`src/rtl/drac_pkg.sv`:
```
// Shared PCR command encoding, FSM states and address map.
// Used by pcr_counter_bank and its counter slices.
package drac_pkg;

  typedef enum logic [2:0] {
    PCR_NOP   = 3'd0,
    PCR_READ  = 3'd1,
    PCR_WRITE = 3'd2,
    PCR_SET   = 3'd3,
    PCR_CLEAR = 3'd4
  } pcr_cmd_t;

  typedef enum logic [1:0] {
    PCR_IDLE   = 2'd0,
    PCR_ACCESS = 2'd1,
    PCR_RESP   = 2'd2
  } pcr_state_t;

  localparam logic [11:0] PCR_CNT_BASE = 12'hB03;
  localparam logic [11:0] PCR_INHIBIT  = 12'h320;
  localparam logic [11:0] PCR_OVF      = 12'hDA0;

endpackage

```
`src/rtl/pcr_counter.sv`:
```
// One 64-bit event counter; a write beats a same-cycle increment.
// wrap_o flags an increment that rolls all-ones over to zero.
module pcr_counter
  import drac_pkg::*;
(
  input  logic        clk_i,
  input  logic        rstn_i,
  input  logic        inc_i,
  input  logic        inhibit_i,
  input  logic        we_i,
  input  logic [63:0] wdata_i,
  output logic [63:0] cnt_o,
  output logic        wrap_o
);

  logic [63:0] cnt_q;
  logic [63:0] cnt_d;
  logic        inc_en;

  assign inc_en = inc_i && !inhibit_i;

  // next value: write first, else gated increment
  always_comb begin
    cnt_d = cnt_q;
    if (we_i) begin
      cnt_d = wdata_i;
    end else if (inc_en) begin
      cnt_d = cnt_q + 64'd1;
    end
  end

  // counter register
  always_ff @(posedge clk_i or negedge rstn_i) begin
    if (!rstn_i) begin
      cnt_q <= '0;
    end else begin
      cnt_q <= cnt_d;
    end
  end

  assign cnt_o  = cnt_q;
  assign wrap_o = !we_i && inc_en && (&cnt_q);

endmodule

```
`src/rtl/pcr_counter_bank.sv`:
```
// PCR slave: request FSM, address decode, inhibit mask and counters.
// Optional PCR_OVF_IRQ_EN adds sticky overflow flags and ovf_irq_o.
module pcr_counter_bank
  import drac_pkg::*;
#(
  parameter int   NUM_CNT = 8,
  parameter logic CORE_ID = 1'b0
) (
  input  logic               clk_i,
  input  logic               rstn_i,
  input  logic               pcr_req_valid_i,
  output logic               pcr_req_ready_o,
  input  logic [11:0]        pcr_req_addr_i,
  input  logic [63:0]        pcr_req_data_i,
  input  logic [2:0]         pcr_req_we_i,
  input  logic               pcr_req_core_id_i,
  output logic               pcr_resp_valid_o,
  output logic [63:0]        pcr_resp_data_o,
  output logic               pcr_resp_core_id_o,
  input  logic [NUM_CNT-1:0] event_i,
  output logic               ovf_irq_o
);

  pcr_state_t state_q;
  pcr_state_t state_d;

  logic [11:0] addr_q;
  logic [63:0] data_q;
  logic [2:0]  cmd_q;
  logic        id_q;
  logic        accept;

  logic [NUM_CNT-1:0] inhibit_q;
  logic [63:0]        resp_data_q;
  logic               resp_id_q;

  logic [63:0] cnt [NUM_CNT];
  logic [NUM_CNT-1:0] wrap;
  logic [NUM_CNT-1:0] cnt_we;

  logic [11:0] cnt_off;
  logic        cnt_hit;
  logic        id_ok;
  logic        acc;
  logic        wr_en;
  logic        do_wr;
  logic [63:0] rd_val;
  logic [63:0] new_val;

  assign cnt_off = addr_q - PCR_CNT_BASE;
  assign cnt_hit = (addr_q >= PCR_CNT_BASE) &&
                   (cnt_off < 12'(NUM_CNT));
  assign id_ok   = (id_q == CORE_ID);
  assign acc     = (state_q == PCR_ACCESS) && id_ok;
  assign do_wr   = acc && wr_en;

`ifdef PCR_OVF_IRQ_EN
  logic [NUM_CNT-1:0] ovf_q;
  logic [NUM_CNT-1:0] ovf_clr;

  assign ovf_clr = (acc && cmd_q == PCR_CLEAR &&
                    addr_q == PCR_OVF) ?
                   data_q[NUM_CNT-1:0] : '0;

  // sticky flags; a wrap in the clearing cycle survives
  always_ff @(posedge clk_i or negedge rstn_i) begin
    if (!rstn_i) begin
      ovf_q <= '0;
    end else begin
      ovf_q <= (ovf_q & ~ovf_clr) | wrap;
    end
  end

  assign ovf_irq_o = |ovf_q;
`else
  logic unused_wrap;
  assign unused_wrap = ^wrap;
  assign ovf_irq_o   = 1'b0;
`endif

  // FSM state register
  always_ff @(posedge clk_i or negedge rstn_i) begin
    if (!rstn_i) begin
      state_q <= PCR_IDLE;
    end else begin
      state_q <= state_d;
    end
  end

  // FSM next state and handshake outputs
  always_comb begin
    state_d          = state_q;
    pcr_req_ready_o  = 1'b0;
    pcr_resp_valid_o = 1'b0;
    accept           = 1'b0;
    unique case (state_q)
      PCR_IDLE: begin
        pcr_req_ready_o = 1'b1;
        if (pcr_req_valid_i) begin
          accept  = 1'b1;
          state_d = PCR_ACCESS;
        end
      end
      PCR_ACCESS: begin
        state_d = PCR_RESP;
      end
      PCR_RESP: begin
        pcr_resp_valid_o = (cmd_q != PCR_NOP);
        state_d          = PCR_IDLE;
      end
      default: begin
        state_d = PCR_IDLE;
      end
    endcase
  end

  // request latch on accept
  always_ff @(posedge clk_i or negedge rstn_i) begin
    if (!rstn_i) begin
      addr_q <= '0;
      data_q <= '0;
      cmd_q  <= PCR_NOP;
      id_q   <= 1'b0;
    end else if (accept) begin
      addr_q <= pcr_req_addr_i;
      data_q <= pcr_req_data_i;
      cmd_q  <= pcr_req_we_i;
      id_q   <= pcr_req_core_id_i;
    end
  end

  // old-value read mux over counters, inhibit and flags
  always_comb begin
    rd_val = '0;
    if (cnt_hit) begin
      for (int i = 0; i < NUM_CNT; i++) begin
        if (cnt_off == 12'(i)) begin
          rd_val = cnt[i];
        end
      end
    end
    if (addr_q == PCR_INHIBIT) begin
      rd_val = 64'(inhibit_q);
    end
`ifdef PCR_OVF_IRQ_EN
    if (addr_q == PCR_OVF) begin
      rd_val = 64'(ovf_q);
    end
`endif
  end

  // modified value for write-class commands
  always_comb begin
    new_val = rd_val;
    wr_en   = 1'b0;
    case (cmd_q)
      PCR_WRITE: begin
        new_val = data_q;
        wr_en   = 1'b1;
      end
      PCR_SET: begin
        new_val = rd_val | data_q;
        wr_en   = 1'b1;
      end
      PCR_CLEAR: begin
        new_val = rd_val & ~data_q;
        wr_en   = 1'b1;
      end
      default: begin
        new_val = rd_val;
      end
    endcase
  end

  // inhibit mask and response capture
  always_ff @(posedge clk_i or negedge rstn_i) begin
    if (!rstn_i) begin
      inhibit_q   <= '0;
      resp_data_q <= '0;
      resp_id_q   <= 1'b0;
    end else begin
      if (do_wr && addr_q == PCR_INHIBIT) begin
        inhibit_q <= new_val[NUM_CNT-1:0];
      end
      if (state_q == PCR_ACCESS) begin
        resp_data_q <= id_ok ? rd_val : '0;
        resp_id_q   <= id_q;
      end
    end
  end

  assign pcr_resp_data_o    = resp_data_q;
  assign pcr_resp_core_id_o = resp_id_q;

  for (genvar g = 0; g < NUM_CNT; g++) begin : g_cnt
    assign cnt_we[g] = do_wr && cnt_hit &&
                       (cnt_off == 12'(g));
    pcr_counter u_cnt (
      .clk_i     (clk_i),
      .rstn_i    (rstn_i),
      .inc_i     (event_i[g]),
      .inhibit_i (inhibit_q[g]),
      .we_i      (cnt_we[g]),
      .wdata_i   (new_val),
      .cnt_o     (cnt[g]),
      .wrap_o    (wrap[g])
    );
  end

endmodule

```
`config.mk`:
```
export PLATFORM = sky130hd
export DESIGN_NAME = pcr_counter_bank
export DESIGN_NICKNAME = d
export VERILOG_FILES = /design/src/rtl/drac_pkg.sv /design/src/rtl/pcr_counter.sv /design/src/rtl/pcr_counter_bank.sv
export SDC_FILE = /design/constraint.sdc
export NUM_CORES = 2
export LEC_CHECK = 0
export BUFFER_PORTS_ARGS = -buffer_cell sky130_fd_sc_hd__buf_4
export CAP_MARGIN = 30
export CORE_MARGIN = 2
export CORE_UTILIZATION = 40
export DETAILED_ROUTE_END_ITERATION = 7
export GPL_TIMING_DRIVEN = 0
export PLACE_DENSITY = 0.68
export SLEW_MARGIN = 20
export SYNTH_ARGS = -nofsm -noshare
export SYNTH_HDL_FRONTEND = slang
export SYNTH_SLANG_ARGS = --single-unit
```
`constraint.sdc`:
```
create_clock -name clk_i -period 3.4 [get_ports clk_i]
set_input_delay 1.02 -clock clk_i [delete_from_list [all_inputs] [get_ports clk_i]]
set_output_delay 1.02 -clock clk_i [all_outputs]
set_load 0.01 [all_outputs]
```
* Word level (Yosys, flattened, before mapping)
Cells that the tools add are included.
Operators by class: add/subtract/negate cells 9, multiply operators 0, divide/modulo/power cells 0, order comparisons 2, eq/ne operators 14, shift-type cells 0, multiplexer cells 35, bitwise logic cells 4, reduce and logical (&&, ||, !) cells 41
Operator list (count):
- 64-bit two-way mux | 27
- 64-bit by 1-bit adder with 64-bit output, second input constant | 8
- 64-bit case mux with 3 select lines | 1
- 64-bit AND | 1
- 64-bit inverter | 1
- 64-bit bitwise OR | 1
- 12-bit by 3-bit equality test with 1-bit output, second input constant | 4
- 12-bit by 2-bit equality test with 1-bit output, second input constant | 2
- 1-bit logical AND | 21
- 2-bit nonzero test | 8
- 12-bit by 1-bit equality test with 1-bit output, second input constant | 1
- 12-bit by 10-bit equality test with 1-bit output, second input constant | 1
- 12-bit greater-or-equal comparator, second input constant | 1
- 12-bit zero test | 1
- 12-bit by 4-bit < comparator with 1-bit output, second input constant | 1
- 12-bit subtractor, second input constant | 1
- 1-bit zero test | 8
- 3-bit by 2-bit equality test with 1-bit output, second input constant | 2
- 1-bit two-way mux | 5
- 2-bit case mux with 2 select lines | 1
- 3-bit equality test, second input constant | 1
- 3-bit nonzero test | 1
- 3-bit OR reduction | 1
- 2-bit by 1-bit equality test with 1-bit output, second input constant | 1
- 5 further kinds | 5
Storage, ports and cells: register bits after elaboration 667, bits in latches 0, bits in writable memories 0, bits in read-only memories 0, input bits 91, output and inout port bits 68, logic and storage cells 121, memories kept 0

* Logic depth before layout (Yosys ltp)
depth after elaboration 15, depth in mapped cells 12, depth with buffers taken out 8

* Cells and area by module
A second synthesis with hierarchy kept.
Second synthesis, totals: cell total of the unflattened synthesis 5319, area, all modules 43877.1 um2
Modules (own cells, without submodules):
- pcr_counter (g_cnt[0].u_cnt ...) | times used 7, cells an instance 458, area an instance 3905.0 um2, sequential area each 1601.5 um2
- pcr_counter_bank | times used 1, cells an instance 1650, area an instance 12593.3 um2, sequential area each 3878.7 um2
- pcr_counter (g_cnt[4].u_cnt) | times used 1, cells an instance 463, area an instance 3948.8 um2, sequential area each 1601.5 um2

* Worst setup path before layout
OpenSTA, ideal clock, no wires.
path kind input port to flip-flop, start input port event_i[6], end register g_cnt[6].u_cnt.cnt_q[61], library setup time 134 ps, arrival time 2992 ps, required time 3266 ps, slack 274 ps, stages 10, buffers on the path 3, cell sequence nor2b_1 clkbuf_1 nand4_1 or4_1 buf_2 or2_2 clkbuf_1 nor3_1 xnor2_1 mux2i_1
Between the ends: longest elaborated chain between the ends 2
RTL lines:
- start: declaration | line pcr_counter_bank.sv:20 | input logic [NUM_CNT-1:0] event_i,
- 1-bit logical AND | line pcr_counter.sv:20 | assign inc_en = inc_i && !inhibit_i;
- 2-bit nonzero test (no line)
- end signal: assignment | line pcr_counter.sv:37 | cnt_q <= cnt_d;
- end: declaration | line pcr_counter.sv:16 | logic [63:0] cnt_q;
Every way passes these cells. A chain may end at the register's enable or synchronous reset.

* Final worst setup path
start register addr_q[0], end register g_cnt[5].u_cnt.cnt_q[16]
Between the ends: longest elaborated chain between the ends 15, elaborated cells between the ends (all ways) 30, those cells by class add/sub: 1; order compare: 2; eq/ne: 8; mux: 12; bitwise: 2; reduce/logical: 5
RTL lines:
- start: declaration | line pcr_counter_bank.sv:27 | logic [11:0] addr_q;
- start signal: assignment | line pcr_counter_bank.sv:125 | addr_q <= pcr_req_addr_i;
- 12-bit subtractor | line pcr_counter_bank.sv:50 | assign cnt_off = addr_q - PCR_CNT_BASE;
- 12-bit zero test | line pcr_counter_bank.sv:137 | if (cnt_off == 12'(i)) begin
- 64-bit two-way mux (8 in a row) | line pcr_counter_bank.sv:137
- 64-bit two-way mux | line pcr_counter_bank.sv:135 | if (cnt_hit) begin
- 64-bit two-way mux | line pcr_counter_bank.sv:142 | if (addr_q == PCR_INHIBIT) begin
- 64-bit AND or 64-bit bitwise OR (tied branches) | line pcr_counter_bank.sv:166, pcr_counter_bank.sv:162
- 64-bit case mux with 3 select lines | line pcr_counter_bank.sv:156 | case (cmd_q)
- 64-bit two-way mux | line pcr_counter.sv:25 | if (we_i) begin
- end signal: assignment | line pcr_counter.sv:37
- end: declaration | line pcr_counter.sv:16
Several ways; a longest one is shown, not always the timed one.

==> flow_summary.toml <==
[floorplanning]
core_area_sq_um = 105000
floorplan.die_area_sq_um = 109000
floorplan.die.width_um = 330
die_h_um = 330
num_io_pins = 159
placement_rows = 119
start_util_pct = 40.4

[grt]
first_global_vias = 43720
grt_pass1_wl_um = 342000
global_route.overflow_total = 0
gr-usage-all-layers_pct = 45.2
grt_max_degree = 92
grt_antenna_before_repair = 6

[timing]
post-route-min-period_ns = 3.55
worst_tran_pin_value_ns = 1.11
slew-limit-headroom_pct = 25.7
report.final.hold_viol_count = 0
report.final.slew_viol_count = 0
unrepaired_setup_endpoints_after_global_routing = "true"
fin_ws_ns = -0.147
achievable-frequency_ghz = 0.282
finalClockSkew_ns = 0.0545
period_share_pct = 104
setup_viol = 128
hold_ws_ns = 0.221

[power]
share_seq_of_total_power_pct = 34.8
total_leakage_power_nw = 21.3
part_of_the_power_in_combinational_logic_pct = 28.6
net-switching-power_mw = 10.7
power.clock.fraction_pct = 36.6
power_density_nw_per_um2 = 529
intPower_mw = 17.1
irDropWorstVdd_mv = 0.519
sw_frac_of_total_pct = 38.5

[synthesis]
ys.flop_type = "dfrtp_1"
synth_cells = 5139
syn_nets = 5238
synth-edff-count = 0
synthesis.area_per_instance_sq_um = 8.27
synth_area_sq_um = 42500
synth_cell_type_count = 106
count_of_synthesis_stage_warnings_from_yosys = 0
async_reset_ff_share_pct = 100
synth_seq_area_share_pct = 39.3
ys_seq_elements = 667

[cts]
clkLatencyLatePin_ns = 0.73
clk_root_buffer_cell = "clkbuf_16"
cts_hold_repair.buffers = 0
cts_tree = "yes"
clk_transition_reported_paths_ns = 0.06
clkSinkCount = 667
cts_htree_levels = 3
clockBufferDepth = 3
clock_buffer_count_from_cts = 84

[finish]
final_net_count = 5640
layout-area-overhead-vs-synth_pct = 23.5
fillers = 10291
layout_cells_sized_above_1_pct = 18.4
register_area_sq_um = 16700
final_design_area_no_fill_sq_um = 52500
multiInputGateArea_sq_um = 25800

[critical_path]
critical_path_arrival_ns = 4.09
worstPathMaxFanout = 10
endpoint_kind = "flop"
crit_path_start_kind = "flop"
cp_data_required_time_ns = 3.95
worst-setup-path-type = "flop to flop"

[detailed_routing]
postRouteAntennaNets = 0
totalWireLength_um = 250000
vias_per_cell = 6.82
first_pass_iters = 8
drt-wirelength-per-cell_um = 35.7
detailroute.via_count = 47779
remaining_design_rule_violation_count = 1
detailedRoute.firstIterationViolations = 8035

[job]
max_cap_violations = 0

[place]
place.gp.congestion = 1.11
numPortBuffers = 157
placed_inst_area_sq_um = 46600
hpwlAfterDp_um = 195000

[run_status]
run_status = "finished, violations left"
failed_checks = "DRC, setup timing"

[min_path]
holdCritPathClass = "input pin to async pin"
==> what timing repair did <==
item,4_1_cts,5_1_grt
setup endpoints to repair,585,441
buffers inserted,61,34
pin swaps,36,25
gates resized for setup,383,166
==> layout by cell type, fill, tap and decap left out, types with 67 or more instances in the layout <==
master and count:
nand2_1 505, buf_4 279, and3_1 100, clkbuf_2 67, a21oi_1 473, nand3_1 200, nor2_1 588, dfrtp_1 663
clkbuf_1 142, o22ai_1 72, nand4_1 159, xor2_1 130, nor3_1 125, inv_1 70, nor4_1 72, mux2i_1 79
clkbuf_16 89, o21ai_0 338, xnor2_1 272, mux2_2 93
==> power groups by stage <==
stage          Sequential [mW]  Clock, mW  Combinational, mW
2_1_floorplan             9.22          0               3.38
3_3_place_gp              9.67          0               6.24
3_5_place_dp              9.69          0               6.63
4_1_cts                   9.58       10.1               7.25
5_1_grt                   9.68       10.4               8.01
6_report                  9.65       10.1               7.94
==> through the flow <==
step                      util (%)  worst slack (ns)  setup TNS (ns)  power (mW)  cells
after global placement        43.1             -6.89        -5481.88        15.9   6687
after floorplan                  -             0.274               0        12.6   5139
final                         49.9            -0.147           -5.41        27.7   7007
after CTS                     49.1           -0.0228         -0.0381        26.9   6966
after global routing          49.8           -0.0667          -0.353        28.1   7000
after detailed placement      44.3             -1.49         -603.20        16.3   6759
==> critical path, stage by stage, from the launching register on <==
cell and delay [ns]:
dfrtp_2 0.47, buf_2 0.27, buf_6 0.25, buf_6 0.23, buf_6 0.28, buf_4 0.30
o21ai_0 0.21, a22oi_1 0.31, nand4_1 0.19, buf_6 0.19, a22oi_2 0.15, buf_4 0.22
buf_8 0.16, o21ai_0 0.09
==> layer usage <==
metal / vias to the layer above / share of wire, % / GRT usage (%) / wire length [um]
li1: 19424 / - / - / -
met1: 23625 / 38 / 59.3 / 95300
met2: 3795 / 39 / 60.4 / 97300
met3: 933 / 14 / 16.3 / 34000
met4: 2 / 9.5 / 33.3 / 23800
met5: - / 0.0044 / 0 / 11
==> flip-flops by register name (all words and copies together) (netlist names) <==
register / cells
addr_q: 12
state_q: 2
inhibit_q: 8
g_cnt.u_cnt.cnt_o: 512
pcr_resp_data_o: 64
id_q: 1
pcr_resp_core_id_o: 1
cmd_q: 3
data_q: 64
==> cell usage after synthesis (19+ instances only) <==
library cell  count  area [sq um]
a211oi_1         45           338
a21o_1           28           210
a21oi_1         504          2520
a22o_1           25           219
a22oi_1          48           360
a2bb2oi_1        29           254
a31oi_1          45           282
and2_1           47           294
and3_1          101           632
and4_1           46           403
buf_1            29           109
buf_2            74           370
clkbuf_1        231           867
dfrtp_1         667         16700
inv_1            73           274
mux2_2           93          1050
mux2i_1          80           801
nand2_1         517          1940
nand2b_1         23           144
nand3_1         209          1050
nand4_1         159           995
nor2_1          602          2260
nor2b_1          28           175
nor3_1          140           701
nor4_1           88           551
o211ai_1         34           255
o21a_1           19           143
o21ai_0         347          1740
o22ai_1          91           569
or3_1            22           138
xnor2_1         273          2390
xor2_1          130          1140
==> logic make-up after synthesis <==
family	after synthesis	synth area share (%)
compound gates	1373	19.5
xor+xnor	404	8.35
fa+ha+maj	8	0.236
buf+inv	413	3.92
flops	667	39.3
mux	173	4.35
other cells	1	0.00883
simple gates	2100	24.4
==> cell type report <==
cell class	instances	area share, %
buffer	327	3.52
timing repair buffer	328	5.78
clock inverter	39	1.15
sequential	667	31.8
inverter	74	0.551
antenna	7	0.0334
tap	1391	3.32
multi-input combinational	4059	49.2
clock buffer	115	4.63
==> final timing paths <==
path	start	endpoint	slack (ns)	cells past startpoint
setup / recovery	addr_q[0]$_DFFE_PN0P_	g_cnt[5].u_cnt.cnt_o[16]$_DFFE_PN0P_	-0.15	13
hold / removal	rstn_i	g_cnt[0].u_cnt.cnt_o[18]$_DFFE_PN0P_	0.22	1
setup reg to reg	addr_q[0]$_DFFE_PN0P_	g_cnt[5].u_cnt.cnt_o[16]$_DFFE_PN0P_	-0.15	13
hold reg to reg	pcr_resp_data_o[53]$_DFFE_PN0N_	pcr_resp_data_o[53]$_DFFE_PN0N_	0.47	2
max in group asynchronous	rstn_i	g_cnt[5].u_cnt.cnt_o[62]$_DFFE_PN0P_	1.52	4
min in group clk_i	pcr_resp_data_o[53]$_DFFE_PN0N_	pcr_resp_data_o[53]$_DFFE_PN0N_	0.47	2
No activity file was read; power rests on OpenSTA's default activity.
